## src/rtl/fractal_sync_mp_req_ctrl.sv

```systemverilog
// Multi-port barrier request front-end for the fractal sync CAM.
// Pairs same-cycle requests, resolves the rest against the CAM and tracks occupancy.
module fractal_sync_mp_req_ctrl #(
    parameter int SIG_WIDTH = 1,
    parameter int N_PORTS   = 2,
    parameter int N_LINES   = 1,
    localparam int OW       = $clog2(N_LINES + 1)
) (
    input  logic                                clk_i,
    input  logic                                rst_ni,
    input  logic [N_PORTS-1:0]                  req_valid_i,
    output logic [N_PORTS-1:0]                  req_ready_o,
    input  logic [N_PORTS-1:0][SIG_WIDTH-1:0]   req_sig_i,
    output logic [N_PORTS-1:0]                  rsp_valid_o,
    input  logic [N_PORTS-1:0]                  rsp_ready_i,
    output logic [N_PORTS-1:0]                  rsp_match_o,
    output logic [N_PORTS-1:0][SIG_WIDTH-1:0]   cam_sig_o,
    output logic [N_PORTS-1:0]                  cam_sig_write_o,
    input  logic [N_PORTS-1:0]                  cam_present_i,
    output logic [OW-1:0]                       occupancy_o
);

    localparam int CW = $clog2(N_LINES + N_PORTS + 1);
    localparam logic [CW-1:0] LINES = CW'(N_LINES);
    localparam logic [CW-1:0] ONE   = CW'(1);

    if (N_PORTS < 2) begin : g_bad_ports
        $fatal(1, "N_PORTS must be at least 2");
    end
    if (N_LINES < N_PORTS / 2) begin : g_bad_lines
        $fatal(1, "N_LINES too small for N_PORTS");
    end

    typedef enum logic [1:0] {IDLE, CHECK, RESP} state_t;

    state_t                              state_q [N_PORTS];
    state_t                              state_d [N_PORTS];
    logic [N_PORTS-1:0][SIG_WIDTH-1:0]   sig_q;
    logic [N_PORTS-1:0]                  sig_load;
    logic [N_PORTS-1:0]                  match_q;
    logic [N_PORTS-1:0]                  match_d;
    logic [N_PORTS-1:0]                  peer;
    logic [N_PORTS-1:0]                  hit;
    logic [N_PORTS-1:0]                  grant;
    logic [OW-1:0]                       occ_q;
    logic [CW-1:0]                       occ_ext;
    logic [CW-1:0]                       n_grant;
    logic [CW-1:0]                       n_hit;
    logic [CW-1:0]                       occ_sum;

    assign occ_ext = CW'(occ_q);

    // Peers pair greedily by index; capacity uses occupancy at cycle start only.
    always_comb begin
        peer    = '0;
        hit     = '0;
        grant   = '0;
        n_grant = '0;
        n_hit   = '0;
        for (int i = 0; i < N_PORTS; i++) begin
            for (int j = i + 1; j < N_PORTS; j++) begin
                if (!peer[i] && !peer[j] &&
                    state_q[i] == CHECK && state_q[j] == CHECK &&
                    sig_q[i] == sig_q[j]) begin
                    peer[i] = 1'b1;
                    peer[j] = 1'b1;
                end
            end
        end
        for (int i = 0; i < N_PORTS; i++) begin
            if (state_q[i] == CHECK && !peer[i]) begin
                if (cam_present_i[i]) begin
                    hit[i] = 1'b1;
                    n_hit  = n_hit + ONE;
                end else if (occ_ext + n_grant < LINES) begin
                    grant[i] = 1'b1;
                    n_grant  = n_grant + ONE;
                end
            end
        end
    end

    always_comb begin
        sig_load = '0;
        match_d  = match_q;
        for (int i = 0; i < N_PORTS; i++) begin
            state_d[i] = state_q[i];
            unique case (state_q[i])
                IDLE: begin
                    if (req_valid_i[i]) begin
                        state_d[i]  = CHECK;
                        sig_load[i] = 1'b1;
                    end
                end
                CHECK: begin
                    if (peer[i] || hit[i] || grant[i]) begin
                        state_d[i] = RESP;
                        match_d[i] = peer[i] || hit[i];
                    end
                end
                RESP: begin
                    if (rsp_ready_i[i]) state_d[i] = IDLE;
                end
                default: state_d[i] = IDLE;
            endcase
        end
    end

    always_comb begin
        for (int i = 0; i < N_PORTS; i++) begin
            req_ready_o[i] = (state_q[i] == IDLE);
            rsp_valid_o[i] = (state_q[i] == RESP);
            cam_sig_o[i]   = (state_q[i] == CHECK) ? sig_q[i] : '0;
        end
    end

    assign cam_sig_write_o = grant;
    assign rsp_match_o     = match_q;
    assign occupancy_o     = occ_q;
    assign occ_sum         = occ_ext + n_grant - n_hit;

    always_ff @(posedge clk_i or negedge rst_ni) begin
        if (!rst_ni) begin
            for (int i = 0; i < N_PORTS; i++) begin
                state_q[i] <= IDLE;
            end
            sig_q   <= '0;
            match_q <= '0;
            occ_q   <= '0;
        end else begin
            for (int i = 0; i < N_PORTS; i++) begin
                state_q[i] <= state_d[i];
                if (sig_load[i]) sig_q[i] <= req_sig_i[i];
            end
            match_q <= match_d;
            occ_q   <= OW'(occ_sum);
        end
    end

    // A CAM hit consumes a waiting entry, so hits can never outnumber entries.
    a_no_underflow: assert property (
        @(posedge clk_i) disable iff (!rst_ni) n_hit <= occ_ext
    );

endmodule

```

## config.mk

```make
export PLATFORM = sky130hd
export DESIGN_NAME = fractal_sync_mp_req_ctrl
export DESIGN_NICKNAME = d
export VERILOG_FILES = /design/src/rtl/fractal_sync_mp_req_ctrl.sv
export SDC_FILE = /design/constraint.sdc
export NUM_CORES = 1
export LEC_CHECK = 0
export BUFFER_PORTS_ARGS = -buffer_cell sky130_fd_sc_hd__buf_2
export CORE_MARGIN = 8
export CORE_UTILIZATION = 41
export DETAILED_ROUTE_END_ITERATION = 8
export PLACE_DENSITY = 0.72
export SYNTH_ARGS = -nofsm -noshare
export SYNTH_HDL_FRONTEND = slang
export SYNTH_SLANG_ARGS = --single-unit
```

## constraint.sdc

```tcl
create_clock -name clk_i -period 1.3 [get_ports clk_i]
set_clock_uncertainty 0.15 [all_clocks]
set_input_delay 0 -clock clk_i [delete_from_list [all_inputs] [get_ports clk_i]]
set_output_delay 0 -clock clk_i [all_outputs]
set_load 0.05 [all_outputs]
```

==> results_dict.tcl, run 1 <==
set metrics [dict create \
    fin_ws_ns -0.4210 \
    cts_root_buf "clkbuf_4" \
    synth_area_leader_cell "dfrtp_1" \
    fmax_mhz 581.1 \
    num_rows 13 \
    syn_nets 66 \
    synth_seq_cells 9 \
    place_inst 102 \
    synth_top_area_share_pct 41.28 \
    drt-pass1-iter-count 4 \
    crit_fanout 5 \
    die_y_um 52.48 \
    antenna_cells 0 \
    synthesis.area_um2 545.5 \
    synthFlopType "dfrtp_1" \
    cts_made_buffers 3 \
    yosys_warnings 0 \
    wire_per_inst_um 21.58 \
    startpoint_type "flop" \
    die_x_um 52.48 \
    portBuffers 20 \
    final_net_count 124 \
    hpwl_um 1059 \
    max_stage_delay_ns 0.43 \
    dr.first_iter.drc_count 25 \
    gp_congestion 0.8024 \
    synth_common_cells "9 x dfrtp_1, 6 x nor2_1, 5 x nand2b_1" \
    rsz0062_at_grt "true" \
    cts_htree_levels 1 \
    grt_pass1_vias 768 \
    tightest_slew_ns 0.4099 \
    syn_area_per_cell_um2 9.741 \
    synth_edf_count 0 \
    insertion_delay_ns 0.28 \
    ys_seq_area_share_pct 41.28 \
    worstHoldPathCells 3 \
    status "finished with violations" \
    period_share_pct 132.4 \
    n_fill_cell 40 \
    maxCapViolCount 0 \
    multiInputGateArea_um2 405.4 \
    cp_slowest_cell "dfrtp_1" \
    via_count 742 \
    drcViolationCount 0 \
    synth_async_sr_flop_share_pct 100.0 \
    drive_gt1_share_pct 67.26 \
    arrival_ns 1.57 \
    cts_tree "yes" \
    seqCellArea_um2 230.2 \
    cp.required_ns 1.15 \
    violations "setup timing" \
    yosysMostFrequentCell "dfrtp_1" \
    criticalPathCategory "reg -> out" \
    final-setup-viol-count 17 \
    slew_headroom_pct 72.55 \
    place_ws_ns -0.1536 \
    finalWirelength_um 2762 \
    clk_pin_slew_ns 0.07 \
    die_area_mm2 0.002754 \
    p_total_mw 3.213 \
    clock_sinks 9 \
    drtAntennaViolNets 0 \
    clockBufferDepth 2 \
    start_util_pct 43.00 \
    rr_worst_depth 5 \
    yosysUniqueCellTypes 26 \
    hold_viol_final 0 \
    crit_chain "nor2b_4, o211ai_1, nor3b_4, buf_6" \
    syn_inst 56 \
    overflow 0 \
    synth.top_cells.by_area "dfrtp_1 41%, nand2b_1 5.7%, mux2_2 4.1%" \
    area_growth_pct 116.5 \
    track_usage_pct 17.63 \
    endpoint_kind "output port" \
    ios 21 \
    grt_max_degree 10 \
    core_mm2 0.001269 \
    grt_pass1_wl_um 3636 \
    p_leak_nw 0.5460 \
    powerDensity_mw_per_mm2 2720 \
    viasPerCell 5.797 \
    drv_slew 0 \
    ir_drop_mv 1.838 \
    fin_crit_ns 1.721 \
    antenna_found_initial 0 \
    final_cells 128 \
    holdCritPathClass "in -> out" \
]
## flip-flops by register name, indices dropped and copies added, names as in the netlist
signal / count
occupancy_o: 1
rsp_match_o: 2
sig_q: 2
state_q: 4
## final timing paths
| path | end | startpoint | slack, ns |
|---|---|---|---|
| max in group asynchronous | sig_q[0]$_DFFE_PN0P_ | rst_ni | 0.27 |
| worst min-delay path | cam_sig_write_o[0] | cam_present_i[0] | 0.21 |
| worst max-delay path | cam_sig_write_o[1] | state_q[1]$_DFFE_PN0P_ | -0.42 |
| min in group asynchronous | occupancy_o$_DFF_PN0_ | rst_ni | 0.53 |
| worst max register to register | state_q[0]$_DFFE_PN0P_ | state_q[3]$_DFFE_PN0P_ | -0.36 |
| worst min register to register | rsp_match_o[1]$_DFFE_PN0P_ | rsp_match_o[1]$_DFFE_PN0P_ | 0.38 |
## per-stage QoR
stage | hold slack [ns] | setup TNS [ns] | util [%] | cell area [um^2]
floorplan | -0.4456 | -0.5708 | - | 593.1
global placement | -0.2832 | -0.5438 | 62.33 | 790.8
detailed placement | -0.2785 | -0.7195 | 62.33 | 790.8
CTS | 0.1786 | -1.964 | 87.57 | 1111
global route | 0.2120 | -4.175 | 93.10 | 1181
finish | 0.2125 | -3.515 | 93.10 | 1181
## area by class of cell
| cell class | instances | area share [%] |
|---|---|---|
| repair buffers | 56 | 41.74 |
| clock buffers | 4 | 2.225 |
| inverters | 2 | 0.6356 |
| flip-flops and latches | 9 | 19.49 |
| multi-input cells | 42 | 34.32 |
| well taps | 15 | 1.589 |
## worst max-delay path, delay by kind of cell (launching register included)
family / cells / cell delay [ns]
AND/OR/NAND/NOR: 2 / 0.46
flip-flops: 1 / 0.43
AO/OA/AOI/OAI: 1 / 0.22
buffers and inverters: 1 / 0.18
## layout by cell type (no fill, tap or decap), types with 4 or more instances in the layout
cell / n
buf_4: 17
buf_2: 12
dlygate4sd3_1: 11
dfrtp_1: 5
buf_6: 12
buf_8: 4
dfrtp_2: 4
nor2_1: 4
## cell families (layout without fill, tap and decap cells)
group	Yosys count	in the layout	synth area share (%)
DFF	9	9	41.29
xor gates and xnor gates	2	2	3.212
AOI/OAI and AO/OA	10	10	12.84
muxes	2	2	4.128
buffers and inverters	5	62	6.192
and+or+nand+nor	28	28	32.34
## power by group
| group | internal [mW] | switching [mW] | total, mW | leakage [nW] |
|---|---|---|---|---|
| sequential | 0.417 | 0.159 | 0.575 | 0.101 |
| clock | 0.119 | 0.119 | 0.238 | 0.0150 |
| combinational | 1.11 | 1.29 | 2.40 | 0.430 |
## timing repair
item / 4_1_cts / 5_1_grt
hold buffers: 11 / 1
endpoints found under the setup margin: 16 / 26
setup buffers: 7 / 6
pin swaps: 13 / 8
resized for setup: 37 / 13
endpoints found under the hold margin: 16 / 9
## layer usage
| layer | vias up | GRT usage, % | wire (um) |
|---|---|---|---|
| met5 | - | 0 | 0 |
| met4 | 0 | 7.759 | 144 |
| met3 | 18 | 4.830 | 224 |
| met2 | 59 | 28.46 | 1377 |
| met1 | 355 | 21.14 | 1015 |
| li1 | 310 | - | - |
(Power assumes the default switching activity.)
==> run 2: changes to the inputs <==
==> constraint.sdc (replaced) <==
create_clock -name clk_i -period 1.3 [get_ports clk_i]
set_clock_uncertainty 0.15 [all_clocks]
set_input_delay 0.195 -clock clk_i [delete_from_list [all_inputs] [get_ports clk_i]]
set_output_delay 0.195 -clock clk_i [all_outputs]
set_load 0.05 [all_outputs]
==> run 2 against run 1 <==
Net effect: the flow still finishes with violations (setup timing); via count down 11%; sequential power down 7.8%; critical path depth unchanged; largest power group unchanged.
==> results_dict.tcl, run 2 (synthesis results as in run 1) <==
set metrics [dict create \
    drt-pass1-iter-count 4 \
    p_leak_nw 0.5695 \
    final-setup-viol-count 17 \
    viasPerCell 5.272 \
    core_mm2 0.001269 \
    violations "setup timing" \
    drv_slew 0 \
    finalWirelength_um 2478 \
    criticalPathCategory "reg -> out" \
    cp.required_ns 0.95 \
    hold-worst-slack_ns 0.009647 \
    powerDensity_mw_per_mm2 2875 \
    gp_congestion 0.7949 \
    hpwl_um 1142 \
    endpoint_kind "output port" \
    hold_viol_final 0 \
    grtUsageMet3_pct 3.977 \
    multiInputGateArea_um2 415.4 \
    tightest_slew_ns 0.3446 \
    ios 21 \
    crit_fanout 5 \
    grt_most_used_layer "met2" \
    regMostFlops "state_q" \
    fin_crit_ns 1.837 \
    rsz0062_at_grt "true" \
    place_ws_ns -0.2972 \
    met2_usage_pct 27.87 \
    grt_max_degree 10 \
    use_met1_pct 18.00 \
    start_util_pct 43.00 \
    grt_pass1_wl_um 3222 \
    seqCellArea_um2 227.7 \
    drive_gt1_share_pct 77.27 \
    clock_sinks 9 \
    reg2reg_from "state_q[3]$_DFFE_PN0P_" \
    largest_register_ffs 4 \
    ir_drop_mv 1.654 \
    min_delay_worst_endpoint "sig_q[1]$_DFFE_PN0P_" \
    clk_pin_slew_ns 0.07 \
    clockBufferDepth 2 \
    cp_slowest_cell "dfrtp_1" \
    portBuffers 20 \
    hp-start "req_sig_i[1]" \
    worstHoldPathCells 2 \
    arrival_ns 1.49 \
    via_count 659 \
    cts_made_buffers 3 \
    antenna_cells 0 \
    max_stage_delay_ns 0.42 \
    maxCapViolCount 0 \
    period_share_pct 141.3 \
    die_y_um 52.48 \
    crit_chain "nor2b_4, o211ai_1, nor3b_4, buf_6" \
    die_area_mm2 0.002754 \
    reg2reg_slack_ns -0.28 \
    layout_commonest_cell "buf_6" \
    path_buf_inv 1 \
    cts_htree_levels 1 \
    cts_tree "yes" \
    rr_endpoint "state_q[0]$_DFFE_PN0P_" \
    fin_ws_ns -0.5365 \
    postLayoutCoreUtil_pct 93.39 \
    wire_per_inst_um 19.82 \
    drtAntennaViolNets 0 \
    final_cell_mix "19 x buf_6, 16 x buf_4, 11 x buf_2" \
    final_net_count 121 \
    cts_root_buf "clkbuf_4" \
    area_growth_pct 117.2 \
    slew_headroom_pct 76.92 \
    crit_family "simple AND/OR/NAND/NOR gates" \
    setup_tns_ns -4.537 \
    dr.first_iter.drc_count 9 \
    p_total_mw 3.406 \
    grt_pass1_vias 682 \
    fmax_mhz 544.5 \
    num_rows 13 \
    drcViolationCount 0 \
    n_fill_cell 38 \
    startpoint_type "flop" \
    status "finished with violations" \
    track_usage_pct 16.01 \
    rr_worst_depth 5 \
    insertion_delay_ns 0.27 \
    overflow 0 \
    antenna_found_initial 0 \
    holdCritPathClass "in -> reg" \
    die_x_um 52.48 \
]
run 2: cell types whose count changed in the layout (fill, tap and decap cells not counted), moves of 2 or more:
| cell | delta |
|---|---|
| buf_6 | +7 |
| buf_8 | +2 |
| dfrtp_1 | +2 |
| dfrtp_2 | -2 |
| dlygate4sd3_1 | -10 |
| nand2_2 | -2 |
| xnor2_2 | +2 |
run 2: final cells by class:
type / count / area share, %
well taps: 15 / 1.584
multi-input cells: 42 / 35.06
clock buffers: 4 / 2.218
inverters: 2 / 0.6336
flip-flops and latches: 9 / 19.22
repair buffers: 53 / 41.29
run 2: where the power goes:
group          switching [mW]  internal [mW]  leakage, nW  total, mW
logic                    1.33           1.31        0.451       2.64
clock network           0.115          0.119       0.0150      0.234
registers               0.120          0.410        0.103      0.530
total                    1.57           1.84        0.569       3.41
run 2: how the worst max path moves through the flow:
stage / slack, ns / depth (start not counted) / endpoint / from
after global placement: -0.28 / 3 / cam_sig_write_o[0] / sig_q[1]$_DFFE_PN0P_
after floorplan: -0.42 / 4 / cam_sig_write_o[1] / state_q[1]$_DFFE_PN0P_
after global routing: -0.58 / 4 / cam_sig_write_o[1] / state_q[1]$_DFFE_PN0P_
after detailed placement: -0.30 / 4 / cam_sig_write_o[1] / state_q[1]$_DFFE_PN0P_
after CTS: -0.49 / 4 / cam_sig_write_o[1] / state_q[1]$_DFFE_PN0P_
final: -0.54 / 4 / cam_sig_write_o[1] / state_q[1]$_DFFE_PN0P_
run 2: per-stage QoR:
stage               cells  cell area [um^2]
floorplan              56             596.8
global placement      108             839.6
detailed placement    108             839.6
CTS                   119              1084
global route          125              1185
finish                125              1185
run 2: repair_timing:
action	4_1_cts	5_1_grt
gates cloned	0	0
hold endpoints to repair	9	0
pin swaps	13	7
hold buffers	1	0
buffers inserted	6	11
setup endpoints to repair	17	18
gates resized for setup	47	17
run 2: layer usage:
layer	vias up	part of all wire, %
met5	-	0
met4	0	3.1
met3	8	3.6
met2	18	54
met1	326	39
li1	307	-
==> run 3: changes to the inputs <==
--- a/config.mk
+++ b/config.mk
@@ -6,7 +6,6 @@
 export NUM_CORES = 1
 export LEC_CHECK = 0
 export BUFFER_PORTS_ARGS = -buffer_cell sky130_fd_sc_hd__buf_2
-export CORE_MARGIN = 8
 export CORE_UTILIZATION = 41
 export DETAILED_ROUTE_END_ITERATION = 8
 export PLACE_DENSITY = 0.72
==> run 3 against run 2 <==
Net effect: the run still ends with setup timing left; maximum frequency down 0.43%; clock power decreased by 2%; hold slack better by 0.013 ns; design area fell by 4.3%; die area decreased by 46%; largest cell class unchanged.
==> results_dict.tcl, run 3 (synthesis results as in run 1) <==
set metrics [dict create \
    grt_pass1_wl_um 2732 \
    crit_family "flip-flops" \
    path_buf_inv 1 \
    wire_per_inst_um 23.76 \
    clk_pin_slew_ns 0.06 \
    period_share_pct 141.9 \
    violations "setup timing" \
    cts_root_buf "clkbuf_4" \
    fin_ws_ns -0.5444 \
    portBuffers 20 \
    hpwl_um 1019 \
    slew_headroom_pct 76.71 \
    crit_fanout 4 \
    antenna_found_initial 0 \
    tightest_slew_ns 0.3478 \
    cts_made_buffers 3 \
    worstHoldPathCells 2 \
    drv_slew 0 \
    drt-pass1-iter-count 4 \
    largest_register_ffs 4 \
    overflow 0 \
    p_total_mw 3.353 \
    max_stage_delay_ns 0.45 \
    fmax_mhz 542.2 \
    cp.depth 4 \
    gp_congestion 0.7971 \
    status "finished with violations" \
    arrival_ns 1.50 \
    dr.first_iter.drc_count 44 \
    cts_tree "yes" \
    fin_crit_ns 1.844 \
    clockBufferDepth 2 \
    holdCritPathClass "in -> reg" \
    die_y_um 38.48 \
    switching_share_pct 48.66 \
    rsz0062_at_grt "true" \
    num_rows 12 \
    drcViolationCount 0 \
    p_switching_mw 1.631 \
    cts_htree_levels 1 \
    power_frac_seq_pct 16.7 \
    antenna_cells 0 \
    grt_pass1_vias 579 \
    cp.required_ns 0.95 \
    crit_chain "nand2b_4, o211ai_1, nor3b_4, buf_6" \
    dpl_cell_area_um2 830.8 \
    regMostFlops "state_q" \
    clock_sinks 9 \
    viasPerCell 5.902 \
    start_util_pct 46.58 \
    ir_drop_mv 2.027 \
    insertion_delay_ns 0.27 \
    startpoint_type "flop" \
    final_cell_mix "19 x buf_4, 14 x buf_6, 11 x buf_2" \
    drtAntennaViolNets 0 \
    final_net_count 119 \
    area_growth_pct 107.8 \
    grt_max_degree 10 \
    powerDensity_mw_per_mm2 2958 \
    clockPowerShare_pct 6.8 \
    drive_gt1_share_pct 72.22 \
    rr_worst_depth 5 \
    pwr-share-comb_pct 76.5 \
    cp_slowest_cell "dfrtp_1" \
    power.internal_mw 1.721 \
    ios 21 \
    maxCapViolCount 0 \
    track_usage_pct 29.40 \
    endpoint_kind "output port" \
    finalWirelength_um 2899 \
    hold_viol_final 0 \
    die_x_um 38.48 \
    criticalPathCategory "reg -> out" \
    layout_commonest_cell "buf_4" \
    core_mm2 0.001171 \
    via_count 720 \
    die_area_mm2 0.001480 \
    design_area_mm2 0.001134 \
    p_leak_nw 0.5447 \
    final-setup-viol-count 18 \
]
==> run 3: cell type report <==
cell class                 count  area [um^2]
clock buffer                   4        26.28
fill                          23        37.54
sequential                     9        226.5
timing repair buffer          51        455.4
tap                           14        17.52
multi-input combinational     42        397.9
inverter                       2        10.01
==> run 3: path summary, 6_finish.rpt <==
check                                           start                          to  slack, ns
max reg2reg                    state_q[3]$_DFFE_PN0P_      state_q[1]$_DFFE_PN0P_      -0.36
min                                    rsp_ready_i[0]      state_q[3]$_DFFE_PN0P_       0.02
min in group asynchronous                      rst_ni      state_q[0]$_DFFE_PN0P_       0.16
max in group asynchronous                      rst_ni       occupancy_o$_DFF_PN0_       0.64
max                            state_q[3]$_DFFE_PN0P_          cam_sig_write_o[1]      -0.54
min reg2reg                rsp_match_o[1]$_DFFE_PN0P_  rsp_match_o[1]$_DFFE_PN0P_       0.40
==> run 3: power by group through the flow <==
stage / combinational [mW] / clock, mW / sequential (mW)
after detailed placement: 1.67 / 0 / 0.517
final: 2.56 / 0.229 / 0.559
after global routing: 2.62 / 0.240 / 0.559
after CTS: 2.03 / 0.217 / 0.516
after floorplan: 1.05 / 0 / 0.657
after global placement: 1.65 / 0 / 0.510
==> run 3: repair_timing <==
item / in CTS / in global routing
endpoints found under the hold margin: 9 / 0
setup endpoints to repair: 17 / 17
buffers inserted: 5 / 10
pin swaps: 8 / 10
gates resized for setup: 31 / 21
hold buffers: 1 / 0
==> run 3: routing by layer <==
| layer | global-route usage (%) | vias to the layer above | share of wire, % |
|---|---|---|---|
| li1 | - | 298 | - |
| met4 | 15.52 | 0 | 8.1 |
| met1 | 33.09 | 330 | 37 |
| met2 | 53.39 | 67 | 47 |
| met3 | 3.488 | 25 | 8.5 |
| met5 | 0 | - | 0 |
==> run 3: stage by stage <==
stage,TNS [ns],utilization (%),setup slack (ns),hold slack [ns],cells
after floorplan,-0.9692,-,-0.4200,-0.2506,56
after global placement,-1.443,70.94,-0.2910,-0.08847,106
after detailed placement,-1.695,70.94,-0.2960,-0.09039,106
after CTS,-3.590,85.26,-0.4684,0.01852,114
after global routing,-5.310,96.79,-0.5775,0.01950,122
final,-5.015,96.79,-0.5444,0.02312,122
